--- src/rtl/coinc_acq_sequencer_pkg.sv ---
// Shared types and constants for the coincidence acquisition sequencer.
package coinc_acq_pkg;

  // Sequencer states; one full window is ARM -> RUN -> DRAIN -> LATCH.
  typedef enum logic [2:0] {
    IDLE    = 3'd0,
    ARM     = 3'd1,
    RUN     = 3'd2,
    DRAIN   = 3'd3,
    LATCH   = 3'd4,
    RESTART = 3'd5
  } acq_state_e;

  // Detector pipeline depth: cycles between Enable falling and counters settling.
  localparam int DRAIN_CYC_DEFAULT = 4;

endpackage : coinc_acq_pkg

--- src/rtl/coinc_acq_sequencer_if.sv ---
// Host-side control and detector-side control bundle of the acquisition sequencer.
interface coinc_acq_sequencer_if #(
  parameter int NBITS = 32,
  parameter int RUNW  = 16
);
  logic             Start_i;
  logic             Abort_i;
  logic [NBITS-1:0] nCycles_i;
  logic [RUNW-1:0]  Runs_i;
  logic             Restart_o;
  logic             Enable_o;
  logic [NBITS-1:0] nCycles_o;
  logic             Snap_o;
  logic [RUNW-1:0]  RunIdx_o;
  logic             Busy_o;
  logic             Done_o;
  logic             Aborted_o;

  // Host / stimulus side
  modport master (
    output Start_i, Abort_i, nCycles_i, Runs_i,
    input  Restart_o, Enable_o, nCycles_o, Snap_o, RunIdx_o, Busy_o, Done_o, Aborted_o
  );

  // Sequencer side
  modport slave (
    input  Start_i, Abort_i, nCycles_i, Runs_i,
    output Restart_o, Enable_o, nCycles_o, Snap_o, RunIdx_o, Busy_o, Done_o, Aborted_o
  );
endinterface : coinc_acq_sequencer_if

--- src/rtl/coinc_acq_sequencer_down_counter.sv ---
// Loadable down-counter shared by the RUN window count and the DRAIN count.
module acq_down_counter #(
  parameter int NBITS = 32
) (
  input  logic             clk,
  input  logic             rst_n,
  input  logic             i_load,
  input  logic [NBITS-1:0] i_load_val,
  input  logic             i_en,
  output logic [NBITS-1:0] o_count,
  output logic             o_last,
  output logic             o_zero
);

  logic [NBITS-1:0] r_count;

  // Load has priority over decrement; the count parks at zero.
  // NOTE: sequential state uses non-blocking (<=) so every flop samples pre-edge values.
  always_ff @(posedge clk or negedge rst_n) begin
    if (!rst_n) begin
      r_count <= '0;
    end else if (i_load) begin
      r_count <= i_load_val;
    end else if (i_en && (r_count != '0)) begin
      r_count <= r_count - NBITS'(1);
    end
  end

  assign o_count = r_count;
  assign o_last  = (r_count == NBITS'(1));
  assign o_zero  = (r_count == '0);

endmodule : acq_down_counter

--- src/rtl/coinc_acq_sequencer.sv ---
// Acquisition sequencer: drives detector Restart/Enable/nCycles through a
// programmable number of fixed-length windows and strobes Snap after each drain.
module coinc_acq_sequencer
  import coinc_acq_pkg::*;
#(
  parameter int NBITS     = 32,
  parameter int DRAIN_CYC = DRAIN_CYC_DEFAULT,
  parameter int RUNW      = 16
) (
  input  logic                  Clk,
  input  logic                  Rst_n,
  coinc_acq_sequencer_if.slave  bus
);

  acq_state_e       r_state, w_next;
  logic [NBITS-1:0] r_ncycles;
  logic [RUNW-1:0]  r_runs, r_run_idx;
  logic             r_done, r_aborted;
  logic             r_restart, r_enable, r_snap, r_busy;
  logic             w_restart, w_enable, w_snap, w_busy;
  logic             w_accept, w_abort, w_more;
  logic             w_cnt_load, w_cnt_en, w_cnt_last, w_cnt_zero;
  logic [NBITS-1:0] w_cnt_val, w_cnt_count;

  assign w_accept = (r_state == IDLE) && bus.Start_i;
  assign w_abort  = (r_state != IDLE) && bus.Abort_i;
  // Another window follows unless a finite run count has just been reached.
  assign w_more   = (r_runs == '0) || (r_run_idx < (r_runs - RUNW'(1)));

  acq_down_counter #(.NBITS(NBITS)) u_cnt (
    .clk        (Clk),
    .rst_n      (Rst_n),
    .i_load     (w_cnt_load),
    .i_load_val (w_cnt_val),
    .i_en       (w_cnt_en),
    .o_count    (w_cnt_count),
    .o_last     (w_cnt_last),
    .o_zero     (w_cnt_zero)
  );

  // State register.
  always_ff @(posedge Clk or negedge Rst_n) begin
    if (!Rst_n) r_state <= IDLE;
    else        r_state <= w_next;
  end

  // Next-state logic; abort overrides every other transition.
  // NOTE: every comb output gets a default first so no path can infer a latch.
  always_comb begin
    w_next = r_state;
    unique case (r_state)
      IDLE:    if (bus.Start_i) w_next = ARM;
      ARM:     w_next = (r_ncycles == '0) ? DRAIN : RUN;
      RUN:     if (w_cnt_last) w_next = DRAIN;
      DRAIN:   if (w_cnt_last) w_next = LATCH;
      LATCH:   w_next = w_more ? RESTART : IDLE;
      RESTART: w_next = ARM;
      default: w_next = IDLE;
    endcase
    if (w_abort) w_next = IDLE;
  end

  // Counter control: ARM loads the window length, the last RUN cycle loads the drain length.
  always_comb begin
    w_cnt_load = 1'b0;
    w_cnt_en   = 1'b0;
    w_cnt_val  = NBITS'(DRAIN_CYC);
    case (r_state)
      ARM: begin
        w_cnt_load = 1'b1;
        if (r_ncycles != '0) w_cnt_val = r_ncycles;
      end
      RUN: begin
        w_cnt_load = w_cnt_last;
        w_cnt_en   = !w_cnt_last;
      end
      DRAIN:   w_cnt_en = 1'b1;
      default: ;
    endcase
  end

  // Output decode from the next state, so the registered outputs track the state.
  always_comb begin
    w_restart = (w_next == IDLE) || (w_next == RESTART);
    w_enable  = (w_next == RUN);
    w_snap    = (w_next == LATCH);
    w_busy    = (w_next != IDLE);
  end

  // Output registers for the detector controls.
  always_ff @(posedge Clk or negedge Rst_n) begin
    if (!Rst_n) begin
      r_restart <= 1'b1;
      r_enable  <= 1'b0;
      r_snap    <= 1'b0;
      r_busy    <= 1'b0;
    end else begin
      r_restart <= w_restart;
      r_enable  <= w_enable;
      r_snap    <= w_snap;
      r_busy    <= w_busy;
    end
  end

  // Configuration latch, run index and sticky status flags.
  always_ff @(posedge Clk or negedge Rst_n) begin
    if (!Rst_n) begin
      r_ncycles <= '0;
      r_runs    <= '0;
      r_run_idx <= '0;
      r_done    <= 1'b0;
      r_aborted <= 1'b0;
    end else if (w_accept) begin
      r_ncycles <= bus.nCycles_i;
      r_runs    <= bus.Runs_i;
      r_run_idx <= '0;
      r_done    <= 1'b0;
      r_aborted <= 1'b0;
    end else if (w_abort) begin
      r_aborted <= 1'b1;
    end else if (r_state == LATCH) begin
      if (w_more) r_run_idx <= r_run_idx + RUNW'(1);
      else        r_done    <= 1'b1;
    end
  end

  assign bus.Restart_o = r_restart;
  assign bus.Enable_o  = r_enable;
  assign bus.nCycles_o = r_ncycles;
  assign bus.Snap_o    = r_snap;
  assign bus.RunIdx_o  = r_run_idx;
  assign bus.Busy_o    = r_busy;
  assign bus.Done_o    = r_done;
  assign bus.Aborted_o = r_aborted;

  // Counter value and zero flag are observed only through the last flag here.
  logic w_unused;
  assign w_unused = ^{w_cnt_count, w_cnt_zero};

endmodule : coinc_acq_sequencer

--- src/flat_wrapper.sv ---
// flat-port wrapper written by rule: the top's interface ports become plain ports
module coinc_acq_sequencer_flat import coinc_acq_pkg::*;
#(
  parameter int NBITS     = 32,
  parameter int DRAIN_CYC = DRAIN_CYC_DEFAULT,
  parameter int RUNW      = 16
)
  (Clk, Rst_n, bus_Start_i, bus_Abort_i, bus_nCycles_i, bus_Runs_i, bus_Restart_o, bus_Enable_o, bus_nCycles_o, bus_Snap_o, bus_RunIdx_o, bus_Busy_o, bus_Done_o, bus_Aborted_o);
  coinc_acq_sequencer_if #(.NBITS(NBITS), .RUNW(RUNW)) bus_i ();
  input  logic Clk;
  input  logic Rst_n;
  input wire logic [$bits(bus_i.Start_i)-1:0] bus_Start_i;
  input wire logic [$bits(bus_i.Abort_i)-1:0] bus_Abort_i;
  input wire logic [$bits(bus_i.nCycles_i)-1:0] bus_nCycles_i;
  input wire logic [$bits(bus_i.Runs_i)-1:0] bus_Runs_i;
  output wire logic [$bits(bus_i.Restart_o)-1:0] bus_Restart_o;
  output wire logic [$bits(bus_i.Enable_o)-1:0] bus_Enable_o;
  output wire logic [$bits(bus_i.nCycles_o)-1:0] bus_nCycles_o;
  output wire logic [$bits(bus_i.Snap_o)-1:0] bus_Snap_o;
  output wire logic [$bits(bus_i.RunIdx_o)-1:0] bus_RunIdx_o;
  output wire logic [$bits(bus_i.Busy_o)-1:0] bus_Busy_o;
  output wire logic [$bits(bus_i.Done_o)-1:0] bus_Done_o;
  output wire logic [$bits(bus_i.Aborted_o)-1:0] bus_Aborted_o;
  assign bus_i.Start_i = bus_Start_i;
  assign bus_i.Abort_i = bus_Abort_i;
  assign bus_i.nCycles_i = bus_nCycles_i;
  assign bus_i.Runs_i = bus_Runs_i;
  assign bus_Restart_o = bus_i.Restart_o;
  assign bus_Enable_o = bus_i.Enable_o;
  assign bus_nCycles_o = bus_i.nCycles_o;
  assign bus_Snap_o = bus_i.Snap_o;
  assign bus_RunIdx_o = bus_i.RunIdx_o;
  assign bus_Busy_o = bus_i.Busy_o;
  assign bus_Done_o = bus_i.Done_o;
  assign bus_Aborted_o = bus_i.Aborted_o;
  coinc_acq_sequencer #(.NBITS(NBITS), .DRAIN_CYC(DRAIN_CYC), .RUNW(RUNW)) u_core (.Clk(Clk), .Rst_n(Rst_n), .bus(bus_i));
endmodule
--- config.mk ---
export PLATFORM = sky130hd
export DESIGN_NAME = coinc_acq_sequencer_flat
export DESIGN_NICKNAME = d
export VERILOG_FILES = /design/src/rtl/coinc_acq_sequencer_pkg.sv /design/src/rtl/coinc_acq_sequencer_if.sv /design/src/rtl/coinc_acq_sequencer_down_counter.sv /design/src/rtl/coinc_acq_sequencer.sv /design/src/flat_wrapper.sv
export SDC_FILE = /design/constraint.sdc
export NUM_CORES = 1
export LEC_CHECK = 0
export CAP_MARGIN = 20
export CORE_UTILIZATION = 48
export DETAILED_ROUTE_END_ITERATION = 10
export HOLD_SLACK_MARGIN = 0.15
export PLACE_DENSITY = 0.78
export SYNTH_ARGS = -nofsm -noshare
export SYNTH_HDL_FRONTEND = slang
export SYNTH_HIERARCHICAL = 1
export SYNTH_SLANG_ARGS = --single-unit
--- constraint.sdc ---
create_clock -name Clk -period 4.3 [get_ports Clk]
set_input_delay 0.645 -clock Clk [delete_from_list [all_inputs] [get_ports Clk]]
set_output_delay 0.645 -clock Clk [all_outputs]
set_load 0.005 [all_outputs]
==> summary.txt <==
clock insertion delay at the later pin of the skew report: 0.35 ns
Pwr Density: 595 nW/um^2
core region area: 12100 um^2
CTS buffer count: 9
Buffers on Ports: 105
final instance area: 7580 um^2
Yosys Warn Count: 6
status: complete, no violations
Post-DRT Antenna Nets: 0
RSZ-0062 raised after global routing: no
CTS max path bufs: 2
die width: 114 um
Hold Path Class: in -> async
Clock Pin Slew Worst Setup and Hold Paths: 0.07 ns
CTS tree: yes
post-layout total power: 4.51 mW
Fill cells: 1036
DP HPWL: 11400 um
GRT overflow: 0
largest net degree at the start of global routing: 77
CP Class: reg -> reg
crit end category: flop
mean routed wirelength per cell: 16.4 um
placed inst area: 7210 um^2
Placed Instances: 960
Final #Nets: 876
initial antenna violation count: 0
Least-Margin Pin Slew: 0.974 ns
final wirelength: 16000 um
drt pass-1 iters: 5
vias in the first global route: 5453
Leakage: 3.22 nW
num ports: 106
CTS root buffer: clkbuf_16
via count: 5659
syn_nets: 779
Peak VDD IR: 0.280 mV
first-pass GRT wire length: 26100 um
Starting Density: 0.496
Die H: 114 um
residual DRC count: 0
Total GRT Usage: 0.254
maximum clock rate: 0.250 GHz
Mean Syn Cell Area: 8.46 um^2
min Tclk post-route: 4.01 ns
Critical Path RT: 4.57 ns
Final TNS setup: 0 ns
Startpoint Class: flop
depth of the CTS H-tree: 3
Clock Sinks: 105
Tcrit/Tclk final: 0.932
Mapped Area: 5980 um^2
register area: 2630 um^2
full die area: 12900 um^2
Worst Setup Slack, final: 0.292 ns
area of the multi-input gates: 3200 um^2
final cell count without fillers: 977
Worst Skew: 0.00677 ns
Max-slew headroom: 0.351
setup violators final: 0
area grow syn2layout: 26.7%
crit path DAT: 4.28 ns
routability cong.: 0.827
Slew Viols, Final: 0
Hold Vio Cnt, Final: 0
Iteration-0 DRC Markers: 543
cells after synthesis: 707
Critical Path Fanout Max: 14
n_diodes: 0
share of cells above drive strength 1: 0.0618
Rows: 40
Max Cap Viol: 0
vias per cell: 5.79
Placement Setup Slack: -0.00234 ns
## state kept, by name, summed over array words and instances, names as in the netlist
| name | flops |
|---|---|
| u_core/r_state | 3 |
| u_core/bus.Busy_o | 1 |
| u_core/bus.RunIdx_o | 16 |
| u_core/r_runs | 16 |
| u_core/u_cnt/o_count | 32 |
| u_core/bus.Snap_o | 1 |
| u_core/bus.Enable_o | 1 |
| u_core/bus.Restart_o | 1 |
| u_core/bus.Aborted_o | 1 |
| u_core/bus.Done_o | 1 |
| u_core/bus.nCycles_o | 32 |
## path summary, 6_finish.rpt
check                                   startpoint                  endpoint  slack [ns]  depth (start not counted)
hold / removal                               Rst_n  u_core/bus.nCycles_o[26]        0.45                          1
setup reg to reg                  u_core/r_runs[3]    u_core/bus.RunIdx_o[3]        0.29                         14
min in group Clk           u_core/bus.nCycles_o[4]   u_core/bus.nCycles_o[4]        0.53                          2
setup / recovery                  u_core/r_runs[3]    u_core/bus.RunIdx_o[3]        0.29                         14
max in group asynchronous                    Rst_n   u_core/u_cnt/o_count[0]        2.87                          2
hold reg to reg            u_core/bus.nCycles_o[4]   u_core/bus.nCycles_o[4]        0.53                          2
## area by class of cell
class,instances,share of cell area
Clock buffer,10,0.0315
Clock inverter,6,0.0121
Inverter,16,0.00792
Multi-Input combinational cell,553,0.422
Sequential cell,105,0.347
Tap cell,168,0.0277
Timing Repair Buffer,119,0.152
## worst max-delay path, stage by stage (launching register included)
cell	delay, ns
dfrtp_1	0.43
or4_4	0.59
nor3_2	0.15
nand2_1	0.11
or4_1	0.44
nor3b_1	0.27
xnor2_1	0.15
ha_1	0.28
a21oi_1	0.14
o21ai_0	0.20
a2111oi_2	0.30
a21oi_2	0.15
buf_4	0.22
or3_1	0.35
a21oi_1	0.16
## per-layer routing
layer | track usage | up-vias | routed length (um)
met5 | 0 | - | 0
met4 | 0.105 | 0 | 317
met3 | 0.0367 | 34 | 898
met2 | 0.419 | 227 | 7800
met1 | 0.337 | 2706 | 6990
li1 | - | 2692 | -
## what timing repair did
item / in CTS / in global routing
hold buffers: 0 / 0
setup buffers: 0 / 1
cloned: 0 / 0
setup endpoints to repair: 2 / 20
gates resized for setup: 1 / 4
pin swaps: 0 / 3
## where the power goes
part	internal, mW	switching, mW	total, mW
Clock	0.527	0.366	0.893
Sequential	1.36	0.462	1.82
Combinational	0.850	0.947	1.80
## per-stage QoR
| stage | hold slack, ns | util |
|---|---|---|
| finish | 0.448 | 0.628 |
| detailed placement | 0.507 | 0.598 |
| global route | 0.525 | 0.628 |
| global placement | 0.508 | 0.598 |
| CTS | 0.490 | 0.626 |
| floorplan | 0.349 | - |
## cell usage in the layout, fill, tap and decap left out, types with 4 or more instances in the layout
master and instances:
a21oi_1 28, a31oi_1 17, and2_1 33, and3_1 4, buf_4 15, clkbuf_16 9, clkdlybuf4s50_1 104, dfrtp_1 104
ha_1 20, inv_1 16, nand2_1 182, nand3_1 12, nand4_1 11, nor2_1 42, nor3_1 12, nor3b_1 4
nor4_1 11, o211ai_1 11, o21ai_0 28, o21ai_1 9, o31ai_1 6, or2_2 5, or3_1 28, or4_1 15
xnor2_1 13, xor2_1 10
No activity file was read; power rests on OpenSTA's default activity.
